### config.mk
export PLATFORM = sky130hd
export DESIGN_NAME = ghost_mode_scheduler
export DESIGN_NICKNAME = d
export VERILOG_FILES = /design/src/rtl/ghost_ctrl_pkg.sv /design/src/rtl/ghost_mode_scheduler_timer.sv /design/src/rtl/ghost_mode_scheduler.sv
export SDC_FILE = /design/constraint.sdc
export NUM_CORES = 1
export LEC_CHECK = 0
export BUFFER_PORTS_ARGS = -buffer_cell sky130_fd_sc_hd__buf_2
export CAP_MARGIN = 15
export CORE_AREA = 2 2 77 79
export CTS_CLUSTER_SIZE = 28
export DETAILED_ROUTE_END_ITERATION = 12
export DIE_AREA = 0 0 79 81
export GPL_ROUTABILITY_DRIVEN = 0
export PLACE_DENSITY = 0.67
export SLEW_MARGIN = 20
export SYNTH_ARGS = -nofsm -noshare
export SYNTH_HDL_FRONTEND = slang
export SYNTH_SLANG_ARGS = --single-unit
### constraint.sdc
create_clock -name clk -period 2.6 [get_ports clk]
set_input_delay 0.26 -clock clk [delete_from_list [all_inputs] [get_ports clk]]
set_output_delay 0.26 -clock clk [all_outputs]
set_load 0.05 [all_outputs]
### src/rtl/ghost_ctrl_pkg.sv
// Shared types and constants for the ghost sequencer.
// Phase encoding doubles as the external phase code.
package ghost_ctrl_pkg;

  typedef enum logic [1:0] {
    PH_IDLE   = 2'd0,
    PH_RUN    = 2'd1,
    PH_FRIGHT = 2'd2,
    PH_FREEZE = 2'd3
  } phase_e;

  localparam int MAX_GHOSTS = 4;

  // Taps 16,14,13,11 mapped onto bits 15,13,12,10.
  localparam logic [15:0] LFSR_TAPS = 16'hB400;

  function automatic logic [15:0] lfsr_step(
    input logic [15:0] s
  );
    return {s[14:0], ^(s & LFSR_TAPS)};
  endfunction

endpackage

### src/rtl/ghost_mode_scheduler_timer.sv
// Per-ghost frame counter, turn pulse and held
// random selector.
module ghost_turn_timer #(
  parameter int PERIOD = 150,
  parameter int OFFSET = 0
) (
  input  logic       clk_i,
  input  logic       rst_ni,
  input  logic       en_i,
  input  logic       sof_i,
  input  logic       load_i,
  input  logic [1:0] rnd_i,
  output logic       turn_o,
  output logic [1:0] random_o
);

  localparam int W = $clog2(PERIOD) + 1;
  localparam logic [W-1:0] OFF  = W'(OFFSET);
  localparam logic [W-1:0] LAST = W'(PERIOD - 1);

  logic [W-1:0] cnt_q, cnt_d;
  logic         turn_q, turn_d;
  logic [1:0]   rnd_q, rnd_d;

  always_ff @(posedge clk_i or negedge rst_ni) begin
    if (!rst_ni) begin
      cnt_q  <= OFF;
      turn_q <= 1'b0;
      rnd_q  <= 2'b00;
    end else begin
      cnt_q  <= cnt_d;
      turn_q <= turn_d;
      rnd_q  <= rnd_d;
    end
  end

  always_comb begin
    cnt_d  = cnt_q;
    turn_d = 1'b0;
    rnd_d  = rnd_q;
    if (load_i) begin
      cnt_d = OFF;
    end else if (en_i && sof_i) begin
      if (cnt_q == LAST) begin
        cnt_d  = '0;
        turn_d = 1'b1;
        rnd_d  = rnd_i;
      end else begin
        cnt_d = cnt_q + 1'b1;
      end
    end
  end

  assign turn_o   = turn_q;
  assign random_o = rnd_q;

endmodule

### src/rtl/ghost_mode_scheduler.sv
// Game-phase sequencer and staggered turn/random
// source for all ghost movers.
module ghost_mode_scheduler
  import ghost_ctrl_pkg::*;
#(
  parameter int          NUM_GHOSTS         = 2,
  parameter int          TURN_PERIOD_FRAMES = 150,
  parameter int          FRIGHT_FRAMES      = 180,
  parameter int          FREEZE_FRAMES      = 60,
  parameter logic [15:0] LFSR_SEED          = 16'hACE1
) (
  input  logic                    clk,
  input  logic                    resetN,
  input  logic                    startOfFrame,
  input  logic                    game_start,
  input  logic                    power_pellet,
  input  logic [NUM_GHOSTS-1:0]   collision_pac_ghost,
  output logic [NUM_GHOSTS-1:0]   turn_pulse,
  output logic [2*NUM_GHOSTS-1:0] random,
  output logic                    ghost_stop,
  output logic [NUM_GHOSTS-1:0]   ghost_reset,
  output logic                    frightened,
  output logic                    life_lost,
  output logic                    ghost_eaten,
  output logic [1:0]              phase
);

  localparam int PMAX =
    (FRIGHT_FRAMES > FREEZE_FRAMES) ?
    FRIGHT_FRAMES : FREEZE_FRAMES;
  localparam int PW = $clog2(PMAX) + 1;
  localparam logic [PW-1:0] FR_LAST =
    PW'(FRIGHT_FRAMES - 1);
  localparam logic [PW-1:0] FZ_LAST =
    PW'(FREEZE_FRAMES - 1);
  localparam int STAGGER =
    TURN_PERIOD_FRAMES / NUM_GHOSTS;

  phase_e                  state_q, state_d;
  logic [PW-1:0]           pc_q, pc_d;
  logic [15:0]             lfsr_q;
  logic [NUM_GHOSTS-1:0]   coll_q;
  logic [NUM_GHOSTS-1:0]   rise;
  logic [NUM_GHOSTS-1:0]   grst_q, grst_d;
  logic                    life_q, life_d;
  logic                    eaten_q, eaten_d;
  logic                    reload;
  logic                    run_en;

  always_ff @(posedge clk or negedge resetN) begin
    if (!resetN) begin
      state_q <= PH_IDLE;
      pc_q    <= '0;
      lfsr_q  <= LFSR_SEED;
      coll_q  <= '0;
      grst_q  <= '0;
      life_q  <= 1'b0;
      eaten_q <= 1'b0;
    end else begin
      state_q <= state_d;
      pc_q    <= pc_d;
      lfsr_q  <= lfsr_step(lfsr_q);
      coll_q  <= collision_pac_ghost;
      grst_q  <= grst_d;
      life_q  <= life_d;
      eaten_q <= eaten_d;
    end
  end

  assign rise = collision_pac_ghost & ~coll_q;

  always_comb begin
    state_d = state_q;
    pc_d    = pc_q;
    grst_d  = '0;
    life_d  = 1'b0;
    eaten_d = 1'b0;
    reload  = 1'b0;
    unique case (state_q)
      PH_IDLE: begin
        if (game_start) begin
          state_d = PH_RUN;
          grst_d  = '1;
          reload  = 1'b1;
        end
      end
      PH_RUN: begin
        // A fatal hit outranks a pellet eaten in the same clock.
        if (|collision_pac_ghost) begin
          state_d = PH_FREEZE;
          life_d  = 1'b1;
          pc_d    = '0;
        end else if (power_pellet) begin
          state_d = PH_FRIGHT;
          pc_d    = '0;
        end
      end
      PH_FRIGHT: begin
        if (|rise) begin
          grst_d  = rise;
          eaten_d = 1'b1;
        end
        if (power_pellet) begin
          pc_d = '0;
        end else if (startOfFrame) begin
          if (pc_q == FR_LAST) begin
            state_d = PH_RUN;
          end else begin
            pc_d = pc_q + 1'b1;
          end
        end
      end
      PH_FREEZE: begin
        if (startOfFrame) begin
          if (pc_q == FZ_LAST) begin
            state_d = PH_RUN;
            grst_d  = '1;
            reload  = 1'b1;
          end else begin
            pc_d = pc_q + 1'b1;
          end
        end
      end
    endcase
  end

  assign run_en = (state_q == PH_RUN) ||
                  (state_q == PH_FRIGHT);

  for (genvar g = 0; g < NUM_GHOSTS; g++) begin : g_timer
    ghost_turn_timer #(
      .PERIOD (TURN_PERIOD_FRAMES),
      .OFFSET (g * STAGGER)
    ) u_timer (
      .clk_i    (clk),
      .rst_ni   (resetN),
      .en_i     (run_en),
      .sof_i    (startOfFrame),
      .load_i   (reload),
      .rnd_i    (lfsr_q[2*g +: 2]),
      .turn_o   (turn_pulse[g]),
      .random_o (random[2*g +: 2])
    );
  end

  assign ghost_stop  = (state_q == PH_IDLE) ||
                       (state_q == PH_FREEZE);
  assign frightened  = (state_q == PH_FRIGHT);
  assign ghost_reset = grst_q;
  assign life_lost   = life_q;
  assign ghost_eaten = eaten_q;
  assign phase       = state_q;

endmodule

# Word level (Yosys, flattened, before mapping)

Index checks and enable logic that the tools add are counted.

Register bits after elaboration: 57
Bits of input ports: 7
Output and inout port bits: 14
Logic and storage cells: 91

Add/sub/neg operators: 3
Equal/unequal tests: 17
Mux-type cells: 42
Bitwise gates (word level): 3
Reductions and logical operators: 13

Operators by type and width:

| operator              | count |
|---|---|
| $mux W9               | 13 |
| $add A9 B1 Y9 const B | 3 |
| $eq A9 B8 Y1 const B  | 3 |
| $pmux W9 S3           | 1 |
| $mux W2               | 12 |
| $reduce_xor A16 Y1    | 1 |
| $mux W1               | 13 |
| $ne A2 B2 Y1 const B  | 6 |
| $eq A9 B6 Y1 const B  | 1 |
| $ne A3 B3 Y1 const B  | 3 |
| $pmux W2 S4           | 1 |
| $reduce_and A7 Y1     | 1 |
| $pmux W2 S3           | 1 |
| $reduce_and A3 Y1     | 2 |
| $reduce_and A6 Y1     | 1 |
| $eq A2 B2 Y1 const B  | 2 |
| $reduce_or A2 Y1      | 2 |
| $reduce_bool A3 Y1    | 1 |
| $and A2 B2 Y2         | 1 |
| $eq A2 B1 Y1 const B  | 1 |
| $logic_not A2 Y1      | 1 |
| $logic_or A1 B1 Y1    | 2 |
| $ne A2 B1 Y1 const B  | 1 |
| $not A2 Y2            | 1 |
| 4 further kinds       | 4 |

# Depth between registers and ports, before layout

Gate-level depths: netlist (run 1).

Depth in word-level cells: 6
Gate-level depth with buffers: 9
Mapped depth without buffers: 7

# Cells and area by module

Synthesis (run 1) repeated with hierarchy kept, for this count alone.

Cell total of the unflattened synthesis: 242
Area total of the unflattened synthesis: 2710.1 um2

Modules (own cells, without submodules):

| module                                 | instances | cells an instance | area an instance (um2) | seq. area each (um2) |
|---|---|---|---|---|
| ghost_mode_scheduler                   | 1         | 119               | 1430.1                 | 835.8 |
| ghost_turn_timer at g_timer[1].u_timer | 1         | 61                | 645.6                  | 305.3 |
| ghost_turn_timer at g_timer[0].u_timer | 1         | 62                | 634.4                  | 300.3 |

# Worst setup path before layout (run 1)

Ideal clock, no wire load.

Path kind: flip-flop to flip-flop
Start point: reg state_q[1], in the netlist phase[1]
End point: reg pc_q[7]
Setup time: 0.104 ns
Arrival time: 2.393 ns
Data required time: 2.496 ns
Slack: 0.104 ns
Stages on the path, launching flop included: 6
Buffers on the path: 0
Cells stage by stage: dfrtp_1 ha_1 nor2b_1 nor2_1 or3_4 o41ai_2

Cells in the longest elaborated chain, start to end: 3
Elaborated cells between the ends (all ways): 11
Classes of those cells: 8 x eq/ne; 1 x mux; 2 x reduce/logical

Ends and longest elaborated chain:

| element                                                             | line                       | text |
|---|---|---|
| start, declared                                                     | ghost_mode_scheduler.sv:39 | `phase_e state_q, state_d;` |
| start signal, assigned                                              | ghost_mode_scheduler.sv:60 | `state_q <= state_d;` |
| $eq A2 B2 Y1 (*)                                                    | --                         |  |
| via frightened                                                      | ghost_mode_scheduler.sv:22 | `output logic frightened,` |
| $ne A3 B3 Y1 (no line) / $reduce_bool A3 Y1 (equally long branches) | --                         |  |
| $reduce_and A6 Y1 (no line)                                         | --                         |  |
| end signal, assigned                                                | ghost_mode_scheduler.sv:61 | `pc_q <= pc_d;` |
| end, declared                                                       | ghost_mode_scheduler.sv:40 | `logic [PW-1:0] pc_q, pc_d;` |

Mark *: on every way through the listed nets, which the timed path passes. The rest lies on a longest branch.
A chain may end at the register's enable or synchronous reset.

# Worst setup path after layout (run 1)

Start point: reg state_q[1], in the netlist phase[1]
End point: reg pc_q[4]

Cells in the longest elaborated chain, start to end: 3
Elaborated cells between the ends (all ways): 11
Classes of those cells: 8 x eq/ne; 1 x mux; 2 x reduce/logical

Ends and longest elaborated chain:

| element                                              | line                       | text |
|---|---|---|
| $eq A2 B2 Y1 / $eq A2 B1 Y1 (equally long branches)  | ghost_mode_scheduler.sv:79 | `unique case (state_q)` |
| $ne A3 B3 Y1 (no line), or another cell as far along | --                         |  |
| $reduce_and A6 Y1 (no line)                          | --                         |  |

Several ways; a longest one is shown, not always the timed one.

==> results of run 1 <==
## layer usage
layer,up-vias,track usage [%]
met1,930,23.3
met3,6,6.44
met5,-,0
li1,952,-
met2,48,28.8
met4,0,5.34
## state kept, by name (all words and copies together) (netlist names)
signal                    cells
lfsr_q                       16
g_timer.u_timer.cnt_q        18
ghost_eaten                   1
g_timer.u_timer.random_o      4
ghost_reset                   2
life_lost                     1
coll_q                        2
phase                         2
pc_q                          9
g_timer.u_timer.turn_o        2
## kinds of logic after synthesis
kind of cell	after synthesis	share of synthesized area (%)
AND/OR/NAND/NOR	87	18.5
XOR/XNOR	7	2.27
flip-flops	57	53.4
adder cells (fa/ha/maj)	9	4.17
multiplexers	5	2.08
AO/OA/AOI/OAI	64	16.8
buffers and inverters	16	2.87
## critical path: stages, from the launching register on
cell and delay, ns:
dfrtp_1 0.43, inv_1 0.09, ha_1 0.24, or4b_4 0.52
and3_4 0.21, a32oi_4 0.28, or3_4 0.23, o31ai_1 0.09
## final cells by class
cell class              instances  area [µm²]
clock buffers                   9         124
clock inverters                 7         125
fillers                       518        2530
inverters                      10        37.5
multi-input cells             172        1180
flip-flops and latches         57        1440
well taps                      75        93.8
repair buffers                 25         140
## worst paths after layout
path	endpoint	from	slack [ns]	cells after the start
min in group asynchronous	g_timer[0].u_timer.random_o[1]$_DFFE_PN0P_	resetN	0.49	2
max in group asynchronous	lfsr_q[5]$_DFF_PN1_	resetN	1.33	3
hold reg to reg	lfsr_q[5]$_DFF_PN1_	lfsr_q[4]$_DFF_PN0_	0.35	0
hold / removal	coll_q[0]$_DFF_PN0_	collision_pac_ghost[0]	0.10	1
setup / recovery	pc_q[4]$_DFFE_PN0P_	phase[1]$_DFFE_PN0P_	0.37	7
setup reg to reg	pc_q[4]$_DFFE_PN0P_	phase[1]$_DFFE_PN0P_	0.37	7
## synth_stat cells, drive strengths merged, types with 2 or more instances
master | count | area (µm²)
o31a | 2 | 17.5
o221ai | 2 | 17.5
o2111ai | 2 | 17.5
nor2b | 6 | 37.5
nand4 | 3 | 18.8
xnor2 | 5 | 43.8
nand4b | 2 | 17.5
ha | 9 | 113
nor4b | 2 | 17.5
buf | 5 | 36.3
dfstp | 12 | 315
o41ai | 2 | 32.5
and3 | 9 | 66.3
or2b | 2 | 15.0
a21oi | 9 | 45.0
a31oi | 3 | 33.8
and2 | 4 | 25.0
nand2 | 20 | 75.1
nand3b | 3 | 22.5
nor3 | 4 | 31.3
dfrtp | 45 | 1130
xor2 | 2 | 17.5
o31ai | 7 | 52.6
inv | 10 | 37.5
mux2 | 5 | 56.3
nand3 | 6 | 35.0
or3 | 2 | 17.5
o21ai | 28 | 144
o22ai | 2 | 12.5
nor2 | 18 | 70.1
## through the flow
step	hold slack [ns]	setup slack [ns]	cells	power (mW)
2_1_floorplan	-0.0356	0.104	245	1.92
3_3_place_gp	0.334	0.457	338	2.13
3_5_place_dp	0.337	0.414	338	2.15
4_1_cts	0.0949	0.374	355	3.19
5_1_grt	0.0967	0.206	355	3.38
6_report	0.104	0.371	355	3.17
## power breakdown
part           internal (mW)  switching (mW)  leakage, nW
registers               1.04           0.163        0.732
logic                  0.336           0.603        0.564
clock network          0.646           0.380        0.124
## repair_timing
item / 4_1_cts / 5_1_grt
hold buffers: 1 / 0
endpoints found under the hold margin: 24 / 0
gates resized for setup: 0 / 0
buffers inserted: 0 / 0
==> metrics, run 1 <==
largest net degree at the start of global routing=31; final-stage net count=291; Initial Util=47.6%; CP startpoint kind=register; max-slew violations=0; most common cell after layout, fill and taps aside=dfrtp_1; Antenna Cells=0; clk sink count=57; met3 WL=263 µm; RSZ-0062 raised after global routing=no; Top FF cell, synth=dfrtp_1; Worst EP required=2.81 ns; Post-synth ARST share=100%; Pre-Repair DR Iteration Count=4; #FFs+latches synth=57; Fin Clk Skew=0.0101 ns; Max Cap Violations=0; Hold Crit Class=in -> reg; Worst EP arrival=2.44 ns; Reg clk slew, reported paths=0.07 ns; Syn Area/Cell=11.0 µm²; kind of critical path=reg -> reg; Clk Latency, worst-skew pair=0.34 ns; io pins=21; most frequent cells in the layout=dfrtp_1, nand2_1, buf_2; vias per cell=5.45; die area=6400 µm²; Mapped Area=2700 µm²; placed inst area=2890 µm²; Bufs on Longest Clock Path=2; clock root buffer=clkbuf_8; uppermost layer routed=met4; H-tree depth=3; Total Wirelength=5110 µm; Final Setup Violations=0; TritonCTS clock tree=yes; initial antenna violation count=0; crit path time final=2.23 ns; cell row count=28; Final Instance Area=3140 µm²; Critical Path End Type=register; metal2 WL=2390 µm; wire per inst=14.4 µm; Core Area=5680 µm²; Fmax achieved=449 MHz; TNS Setup=0 ns; critical path peak fanout=9; Syn Inst Count=245; status=finished, final reports clean; Hold Fails Final Rpt=0; PD cells=1010 nW/µm²; Die H=81 µm; EDFF count, synth=0; Inserted Clock Buffers=9; layout cells sized above 1=23.6%; DP Wirelength=3570 µm; Leakage Power=1.42 nW; period utilization=85.7%; worst vdd ir=0.661 mV; Distinct cells, synth=55; global-route usage over all layers=18.0%; Final Util=55.4%; worst slew pin tran=0.696 ns; Net Count, Synth=261; metal1 wirelength=2400 µm; vias post-DR=1936; drc violations=0; # port buffers=20; Die X=79 µm; Ys Warns=0; vias in the first global route=1911; first-pass GRT wire length=8920 µm; P&R area growth vs syn=16.4%; gr ovfl total=0; Slew headroom=53.1%; Antenna Violating Nets Remaining=0; 1st-iter DRT viols=96; Seq/Total Area, Yosys=53.4%
(Power assumes the default switching activity.)
==> run 2: changes to the inputs <==
Settings changed: ABC_AREA set to 1, CORE_AREA 2 2 77 79 to 2 2 80 82, CTS_CLUSTER_SIZE 28 to 14, DIE_AREA 0 0 79 81 to 0 0 82 84.
==> metrics, run 2 <==
1st-iter DRT viols=168 (+75%); PnR worst setup slack=0.710 ns (+0.339 ns); Initial Util=48.5% (+0.88 points); Reg clk slew, reported paths=0.07 ns (about the same); clock share of power=28.8% (-3.6 points); Synth area leaders=dfrtp_1, nand2_1, dfstp_2; Int Pwr=1.93 mW (-4.5%); #FFs+latches synth=57 (unchanged); Syn Inst Count=363 (+48%); Worst EP required=2.84 ns (+0.03 ns); die area=6890 µm² (+7.6%); vias per cell=5.04 (-7.6%); clock root buffer=clkbuf_8; drc violations=0 (unchanged); worst-path cell chain=inv_1 > ha_1 > nand2_1 > buf_4 > inv_1 > nand2_1 > inv_1 > nand3b_1 > nand2_2; clk sink count=57 (unchanged); Worst EP arrival=2.13 ns (-0.31 ns); vias post-DR=2388 (+23%); Post-CTS Hold Buffers=1 (unchanged); global-route usage over all layers=19.9% (+1.8 points); vias in the first global route=2345 (+23%); Hold Fails Final Rpt=0 (unchanged); Die H=84 µm (+3.7%); Slew headroom=57.9% (+4.8 points); PD cells=982 nW/µm² (-2.4%); EDFF count, synth=0 (unchanged); Antenna Cells=0 (unchanged); Fin Clk Skew=0.00587 ns (-0.00421 ns); CP max stage cell=dfrtp_1; layout cells sized above 1=18.6% (-4.9 points); Net Count, Synth=379 (+45%); most frequent cells in the layout=nand2_1, dfrtp_1, nand3_1; period utilization=72.7% (-13 points); worst vdd ir=1.10 mV (+66%); Hold Crit Class=in -> reg; most frequent cell after synthesis=nand2_1; worst slack, placed=0.683 ns (+0.269 ns); Total Wirelength=5770 µm (+13%); Hold Path Stages=1 (unchanged); Pre-Repair DR Iteration Count=4 (unchanged); P&R area growth vs syn=14.0%; largest area contributor in the netlist=dfrtp_1; Critical Path Most Common Cell=inv_1; max-slew violations=0 (unchanged); Comb pwr share=35.6% (+5.9 points); DP Wirelength=4120 µm (+15%); number of flip-flops in the largest register=18 (unchanged); Finished Layout Cells=474 (+34%); crit path buf inv count=4 (+3); critical path peak fanout=15 (+6); TNS Setup=0 ns (unchanged); Inserted Clock Buffers=9 (unchanged); Placed Cells=457 (+35%); Biggest register=g_timer.u_timer.cnt_q; TritonCTS clock tree=yes; gr ovfl total=0 (unchanged); CP max stage delay=0.41 ns (-0.11 ns); Clk Latency, worst-skew pair=0.34 ns (about the same); Total Power=3.31 mW (+4.5%); status=finished, final reports clean; RSZ-0062 raised after global routing=no; Core Area=6100 µm² (+7.4%); most common cell after layout, fill and taps aside=nand2_1; Seq/Total Area, Yosys=48.8% (-4.6 points); Max Cap Violations=0 (unchanged); Antenna Violating Nets Remaining=0 (unchanged); H-tree depth=3 (unchanged); Bufs on Longest Clock Path=2 (unchanged); Post-synth ARST share=100% (unchanged); kind of critical path=reg -> reg; Die X=82 µm (+3.8%); Mapped Area=2960 µm² (+9.4%); # port buffers=20 (unchanged); Top Registers=g_timer.u_timer.cnt_q x18, lfsr_q x16, pc_q x9; Top FF cell, synth=dfrtp_1; cell row count=29 (+3.6%); io pins=21 (unchanged); Fmax achieved=529 MHz (+18%); Post-CTS Setup Repair Bufs=0 (unchanged); largest net degree at the start of global routing=32 (+3.2%); CP startpoint kind=register; crit path time final=1.89 ns (-0.339 ns); net switching power figure=1.38 mW (+20%); Seq pwr share=35.6% (-2.3 points); Resized cells post-CTS=0 (unchanged); Critical Path Stages=9 (+2); Syn Area/Cell=8.14 µm² (-26%); initial antenna violation count=0 (unchanged); final-stage net count=408 (+40%); Leakage Power=1.74 nW (+23%); top post-synthesis cells by count=nand2_1, dfrtp_1, nand3_1; R2R depth=9 (+2); cell family with most CP delay=buffers and inverters; Critical Path End Type=register; post-synth top area share=38.1% (-3.6 points); Final Setup Violations=0 (unchanged); Ys Warns=0 (unchanged); Switching Share=41.7% (+5.5 points); Distinct cells, synth=28 (-49%); worst slew pin tran=0.631 ns (-0.0651 ns); first-pass GRT wire length=10400 µm (+16%); wire per inst=12.2 µm (-15%)
-- run 2: cell count changes after synthesis, sizes merged, moves of 6 or more --
cell   previous run  this run
inv              10        39
nor2b             6         0
and3              9         0
nand3             6        49
o21ai            28        16
nand4             3        10
nand2            20       123
o31ai             7         0
nor3              4        11
-- run 2: cell type report --
class | count | area, µm²
clock buffer | 9 | 124
clock inverter | 7 | 103
fill | 564 | 2730
inverter | 40 | 150
multi-input combinational | 259 | 1310
sequential | 57 | 1440
tap | 77 | 96.3
timing repair buffer | 25 | 140
-- run 2: through the flow --
step	hold slack [ns]	cell area [µm²]	utilization [%]
after floorplan	-0.0356	2960	-
after global placement	0.280	3130	51.4
after detailed placement	0.280	3130	51.4
after CTS	0.0398	3370	55.3
after global routing	0.0390	3370	55.3
final	0.0519	3370	55.3
-- run 2: layer usage --
| metal | wire length, µm | up-vias | global-route usage, % |
|---|---|---|---|
| li1 | - | 1229 | - |
| met1 | 2670 | 1103 | 26.6 |
| met2 | 2720 | 44 | 29.9 |
| met3 | 236 | 12 | 4.98 |
| met4 | 144 | 0 | 9.24 |
| met5 | 0 | - | 0 |
-- run 2: path summary, 6_finish.rpt --
check                                        from                                       to  slack (ns)
setup / recovery             phase[0]$_DFFE_PN0P_  g_timer[1].u_timer.cnt_q[5]$_DFFE_PN0P_        0.71
max in group asynchronous                  resetN                      lfsr_q[6]$_DFF_PN1_        1.79
hold reg to reg              lfsr_q[14]$_DFF_PN0_                     lfsr_q[15]$_DFF_PN1_        0.35
min in group asynchronous                  resetN  g_timer[1].u_timer.cnt_q[8]$_DFFE_PN0P_        0.44
hold / removal             collision_pac_ghost[1]                      coll_q[1]$_DFF_PN0_        0.05
setup reg to reg             phase[0]$_DFFE_PN0P_  g_timer[1].u_timer.cnt_q[5]$_DFFE_PN0P_        0.71
-- run 2: logic make-up after synthesis --
family	Yosys count	synth area share, %
AO/OA/AOI/OAI	24	4.78
XOR/XNOR	4	1.19
adder cells (fa/ha/maj)	9	3.81
buffers and inverters	47	6.77
flip-flops	57	48.8
AND/OR/NAND/NOR	222	34.7
-- run 2: power by group through the flow --
stage | registers [mW] | clock network, mW | logic (mW)
after floorplan | 1.28 | 0 | 0.813
after global placement | 1.19 | 0 | 1.17
after detailed placement | 1.20 | 0 | 1.19
after CTS | 1.18 | 0.980 | 1.20
after global routing | 1.20 | 1.02 | 1.33
final | 1.18 | 0.951 | 1.18
